<file path="src/rtl/toggle_period_meter.sv">
// toggle_period_meter
//
// Measures the interval between successive edges (rising or falling) of an
// asynchronous square wave, in sys_clk cycles. It reports each completed
// interval with a one-cycle strobe, tracks whether the recent intervals sit
// inside a tolerance window around the expected half-period, and flags a
// stalled input.
//
// Ports
//   sys_clk       in   system clock
//   sys_rst_n     in   asynchronous active-low reset
//   sig_in        in   asynchronous square wave under test
//   half_period   out  [25:0] last completed interval, in sys_clk cycles
//   period_valid  out  one-cycle strobe: half_period was updated this cycle
//   locked        out  LOCK_N consecutive intervals inside CNT_MAX+1 +/- TOL
//   timeout       out  no edge seen for TIMEOUT_MAX cycles
//   dbg_state_o   out  [1:0] FSM state (0 WAIT_EDGE, 1 MEASURE, 2 TIMED_OUT)
//
// There is no handshake: period_valid is a pure strobe with no ready/back-
// pressure, and half_period holds its value until the next strobe.

module toggle_period_meter #(
  parameter logic [24:0] CNT_MAX     = 25'd24_999_999,
  parameter logic [24:0] TOL         = 25'd1000,
  parameter logic [25:0] TIMEOUT_MAX = 26'd50_000_000,
  parameter logic [2:0]  LOCK_N      = 3'd4
) (
  input  logic        sys_clk,
  input  logic        sys_rst_n,
  input  logic        sig_in,
  output logic [25:0] half_period,
  output logic        period_valid,
  output logic        locked,
  output logic        timeout,
  output logic [1:0]  dbg_state_o
);

  typedef enum logic [1:0] {
    WAIT_EDGE = 2'd0,
    MEASURE   = 2'd1,
    TIMED_OUT = 2'd2
  } state_t;

  // Tolerance window, computed in 26 bits so CNT_MAX+1+TOL cannot wrap for
  // any 25-bit parameter values. The lower bound clamps at 0 instead of
  // wrapping when TOL exceeds the target.
  localparam logic [25:0] TARGET   = {1'b0, CNT_MAX} + 26'd1;
  localparam logic [25:0] TOL_W    = {1'b0, TOL};
  localparam logic [25:0] LO_BOUND = (TARGET > TOL_W) ? (TARGET - TOL_W) : 26'd0;
  localparam logic [25:0] HI_BOUND = TARGET + TOL_W;

  // Synchronizer (s1, s2) plus one delay stage (sd) for edge detection.
  logic s1_q;
  logic s2_q;
  logic sd_q;

  state_t      state_q;
  logic [25:0] cnt_q;
  logic [25:0] half_period_q;
  logic        period_valid_q;
  logic        locked_q;
  logic        timeout_q;
  logic [2:0]  match_cnt_q;
  logic [2:0]  match_cnt_d;

  logic edge_det;
  logic in_tol;

  always_ff @(posedge sys_clk or negedge sys_rst_n) begin
    if (!sys_rst_n) begin
      s1_q <= 1'b0;
      s2_q <= 1'b0;
      sd_q <= 1'b0;
    end else begin
      s1_q <= sig_in;
      s2_q <= s1_q;
      sd_q <= s2_q;
    end
  end

  // Either polarity of transition is an edge; with sd reset to 0, a high
  // sig_in at reset release shows up as the first edge.
  assign edge_det = s2_q ^ sd_q;

  // cnt_q holds the number of cycles since the previous edge-detect cycle
  // at the moment the current edge is detected.
  assign in_tol = (cnt_q >= LO_BOUND) && (cnt_q <= HI_BOUND);

  // Saturating successor of the consecutive-match count.
  always_comb begin
    match_cnt_d = match_cnt_q;
    if (match_cnt_q < LOCK_N) begin
      match_cnt_d = match_cnt_q + 3'd1;
    end
  end

  always_ff @(posedge sys_clk or negedge sys_rst_n) begin
    if (!sys_rst_n) begin
      state_q        <= WAIT_EDGE;
      cnt_q          <= 26'd0;
      half_period_q  <= 26'd0;
      period_valid_q <= 1'b0;
      locked_q       <= 1'b0;
      timeout_q      <= 1'b0;
      match_cnt_q    <= 3'd0;
    end else begin
      period_valid_q <= 1'b0;
      case (state_q)
        // First edge after reset only opens a measurement window.
        WAIT_EDGE: begin
          cnt_q <= 26'd0;
          if (edge_det) begin
            state_q <= MEASURE;
            cnt_q   <= 26'd1;
          end
        end

        // An edge takes priority over the timeout check, so an interval of
        // exactly TIMEOUT_MAX is still reported as a measurement.
        MEASURE: begin
          if (edge_det) begin
            half_period_q  <= cnt_q;
            period_valid_q <= 1'b1;
            cnt_q          <= 26'd1;
            if (in_tol) begin
              match_cnt_q <= match_cnt_d;
              locked_q    <= (match_cnt_d == LOCK_N);
            end else begin
              match_cnt_q <= 3'd0;
              locked_q    <= 1'b0;
            end
          end else if (cnt_q == TIMEOUT_MAX) begin
            state_q     <= TIMED_OUT;
            timeout_q   <= 1'b1;
            locked_q    <= 1'b0;
            match_cnt_q <= 3'd0;
            cnt_q       <= 26'd0;
          end else begin
            cnt_q <= cnt_q + 26'd1;
          end
        end

        // The interval spanning the stall is unknown, so the recovering
        // edge restarts measurement without a strobe.
        TIMED_OUT: begin
          if (edge_det) begin
            state_q   <= MEASURE;
            timeout_q <= 1'b0;
            cnt_q     <= 26'd1;
          end
        end

        default: begin
          state_q <= WAIT_EDGE;
          cnt_q   <= 26'd0;
        end
      endcase
    end
  end

  assign half_period  = half_period_q;
  assign period_valid = period_valid_q;
  assign locked       = locked_q;
  assign timeout      = timeout_q;
  assign dbg_state_o  = state_q;

endmodule

</file>
<file path="config.mk">
export PLATFORM = sky130hd
export DESIGN_NAME = toggle_period_meter
export DESIGN_NICKNAME = d
export VERILOG_FILES = /design/src/rtl/toggle_period_meter.sv
export SDC_FILE = /design/constraint.sdc
export NUM_CORES = 1
export LEC_CHECK = 0
export CAP_MARGIN = 10
export CORE_AREA = 2 2 75 77
export DETAILED_ROUTE_END_ITERATION = 10
export DIE_AREA = 0 0 77 79
export GPL_TIMING_DRIVEN = 0
export HOLD_SLACK_MARGIN = 0.02
export PLACE_DENSITY = 0.93
export SETUP_SLACK_MARGIN = 0.2
export SLEW_MARGIN = 20
export SYNTH_ARGS = -nofsm -noshare
export SYNTH_HDL_FRONTEND = slang
export SYNTH_SLANG_ARGS = --single-unit
export TNS_END_PERCENT = 50
</file>
<file path="constraint.sdc">
create_clock -name sys_clk -period 4.2 [get_ports sys_clk]
set_input_delay 0.84 -clock sys_clk [delete_from_list [all_inputs] [get_ports sys_clk]]
set_output_delay 0.84 -clock sys_clk [all_outputs]
set_load 0.05 [all_outputs]
</file>
==> flow_summary.json <==
{
  "synth.distinct_cells": 56,
  "cellPowerDensity_mw_per_mm2": 328,
  "timing.fmax_mhz": 395,
  "wl_met3_um": 292,
  "port_buffers": 33,
  "rr_worst_depth": 8,
  "tightest_slew_ns": 0.509,
  "core_area_mm2": 0.00534,
  "slowest_delay_ns": 0.87,
  "power_frac_clock_pct": 35.7,
  "cts_buffer_depth": 2,
  "gp_congestion": 0.920,
  "fin_crit_sh_pct": 60.2,
  "worstReg2RegEnd": "cnt_q[12]$_DFFE_PN0P_",
  "rows": 27,
  "wl_per_cell_um": 14.5,
  "post_cts_buffers": 0,
  "cts_resized": 0,
  "vias_per_cell": 5.50,
  "grt_max_degree": 36,
  "dr_wl_met2_mm": 3.26,
  "synth_top_cell_by_area": "dfrtp_1",
  "cp_max_fo": 10,
  "startpoint": "dbg_state_o[0]$_DFFE_PN0P_",
  "place_inst": 446,
  "maxUsedRoutingLayer": "met4",
  "crit_buf_inv": 1,
  "crit_end": "dbg_state_o[0]",
  "async_reset_ff_share_pct": 100,
  "wl_met1_mm": 2.93,
  "crit_path_end_kind": "output port",
  "drv_cap": 0,
  "ys_seq_area_share_pct": 49.9,
  "synth-edff-count": 0,
  "static-leakage-power_nw": 1.72,
  "grt_pass1_vias": 2508,
  "min_period_ns": 2.53,
  "cts_root_buf": "clkbuf_8",
  "dp_hpwl_mm": 4.81,
  "wl_mm": 6.70,
  "grt_use_total_pct": 24.4,
  "syn_avg_cell_area_um2": 9.30,
  "status": "finished clean",
  "worst-setup-path-type": "flop to output port",
  "drt_iter0_drc": 151,
  "ctsHoldBuffers": 0,
  "cts_max_level": 3,
  "hp-class": "flop to flop",
  "ir_worst_vdd_v": 0.000269,
  "rrSetupSlack_ns": 1.95,
  "slew_violations": 0,
  "synth_top_area_share_pct": 49.9,
  "intPower_mw": 0.897,
  "layout-drive-gt1-share_pct": 10.0,
  "grt_remaining_overflow": 0,
  "first_pass_iters": 4,
  "die_h_um": 79,
  "route.detailed.drc": 0,
  "antenna_left": 0,
  "antenna_found_initial": 0,
  "cp_cell_sequence": "clkdlybuf4s50_1",
  "clock_sinks": 63,
  "syn_to_final_growth_pct": 18.8,
  "power.switching_mw": 0.336,
  "cp.required_ns": 3.36,
  "grt_pass1_wl_mm": 11.6,
  "ys_seq_elements": 63,
  "yosysWarnings": 0,
  "p_comb_share_pct": 12.3,
  "cp_top_family": "buffers and inverters",
  "cp.arrival_ns": 1.69,
  "syn_area_mm2": 0.00316,
  "initial_core_util_pct": 59.2,
  "whs_path_depth": 0,
  "start_kind": "flop",
  "p_seq_share_pct": 52.1,
  "final-hold-violation-count": 0,
  "crit_cells": 1,
  "path_clk_slew_ns": 0.06,
  "final_cells": 461,
  "diodes": 0,
  "skew_ns": 0.0110,
  "final-setup-viol-count": 0,
  "setup_tns_ns": 0,
  "dr_total_vias": 2535,
  "cts_tree": "done",
  "die-area_mm2": 0.00608,
  "yosys-top-cells-area": "dfrtp_1, nand2_1, xor2_1",
  "critical_path.slowest_cell": "clkdlybuf4s50_1",
  "boundaryPins": 34,
  "p_sw_share_pct": 27.2,
  "synth_top_flop_cell": "dfrtp_1",
  "slew_headroom_pct": 66.0,
  "synthCells": 340,
  "die_w_um": 77,
  "fin_nets": 391,
  "clk_latency_ns": 0.34,
  "final.fill_count": 428,
  "numCtsBuffers": 9,
  "rsz0062_at_grt": "no",
  "synth_fp_nets": 346,
  "timing.rr.start": "cnt_q[8]$_DFFE_PN0P_"
}
[cells in the mapped netlist (5+ instances only)]
cell	count
nand2_1	93
dfrtp_1	63
nor2_1	26
a21oi_1	13
o21ai_0	13
xor2_1	13
inv_1	7
nand3_1	7
buf_2	6
clkbuf_1	6
a31oi_1	5
nand2b_1	5
nand4_1	5
nor4b_1	5
xnor2_1	5
[power groups by stage]
stage	logic, mW	clock network (mW)	registers (mW)
2_1_floorplan	0.0646	0	0.682
3_3_place_gp	0.147	0	0.652
3_5_place_dp	0.152	0	0.653
4_1_cts	0.153	0.451	0.642
5_1_grt	0.166	0.476	0.644
6_report	0.151	0.440	0.642
[cell usage in the layout (no fill, tap or decap), types with 7 or more instances in the layout]
| cell | netlist | final |
|---|---|---|
| inv_1 | 7 | 7 |
| nand3_1 | 7 | 7 |
| dfrtp_1 | 63 | 63 |
| nand2_1 | 93 | 93 |
| nor2_1 | 26 | 26 |
| clkbuf_1 | 6 | 10 |
| clkbuf_8 | 0 | 10 |
| a21oi_1 | 13 | 13 |
| xor2_1 | 13 | 13 |
| o21ai_0 | 13 | 13 |
| clkdlybuf4s50_1 | 0 | 32 |
[cell type report]
class / count / area [µm²] / share of cell area (%)
Inverter: 8 / 30.0 / 0.799
Sequential cell: 63 / 1580 / 42.0
Timing Repair Buffer: 34 / 348 / 9.26
Clock buffer: 14 / 153 / 4.06
Multi-Input combinational cell: 251 / 1460 / 38.8
Buffer: 18 / 97.6 / 2.60
Tap cell: 72 / 90.1 / 2.40
Clock inverter: 1 / 5.00 / 0.133
[flip-flops by register name (all words and copies together), names as in the netlist]
name,count
match_cnt_q,3
locked,1
cnt_q,26
sd_q,1
s2_q,1
timeout,1
half_period,26
s1_q,1
dbg_state_o,2
period_valid,1
[logic make-up (layout without fill, tap and decap cells)]
kind of cell | Yosys count | in the layout | share of synthesized area (%)
AND/OR/NAND/NOR | 180 | 180 | 28.9
flip-flops | 63 | 63 | 49.9
AO/OA/AOI/OAI | 49 | 49 | 10.1
buffers and inverters | 26 | 75 | 4.04
XOR/XNOR | 19 | 19 | 5.86
adder cells (fa/ha/maj) | 3 | 3 | 1.19
[worst register-to-register path: stages (launching register included)]
cell and delay [ns]:
dfrtp_1 0.36, clkbuf_1 0.18, nor4b_1 0.36, nand2_1 0.14, nor4_4 0.46, nor3_2 0.16
buf_6 0.17, o211ai_1 0.16, o311ai_1 0.12
[how the worst min path moves through the flow]
stage	from	to	slack [ns]
3_3_place_gp	s1_q$_DFF_PN0_	s2_q$_DFF_PN0_	0.34
2_1_floorplan	s1_q$_DFF_PN0_	s2_q$_DFF_PN0_	0.33
3_5_place_dp	s1_q$_DFF_PN0_	s2_q$_DFF_PN0_	0.35
4_1_cts	s1_q$_DFF_PN0_	s2_q$_DFF_PN0_	0.35
6_report	s1_q$_DFF_PN0_	s2_q$_DFF_PN0_	0.35
5_1_grt	s1_q$_DFF_PN0_	s2_q$_DFF_PN0_	0.37
[stage by stage]
step	instance area, µm²	total power [mW]	utilization [%]	setup WS (ns)	hold WS (ns)
CTS	3760	1.24	70.4	1.65	0.354
floorplan	3160	0.746	-	2.19	0.331
finish	3760	1.23	70.4	1.67	0.353
global route	3760	1.29	70.4	1.60	0.371
global placement	3580	0.798	67.1	0.414	0.338
detailed placement	3600	0.804	67.4	1.96	0.349
[per-layer routing]
layer,track usage (%),vias up
met5,0,-
met3,4.32,20
li1,-,1243
met4,13.9,0
met2,38.4,73
met1,32.2,1199
(Power assumes the default switching activity.)
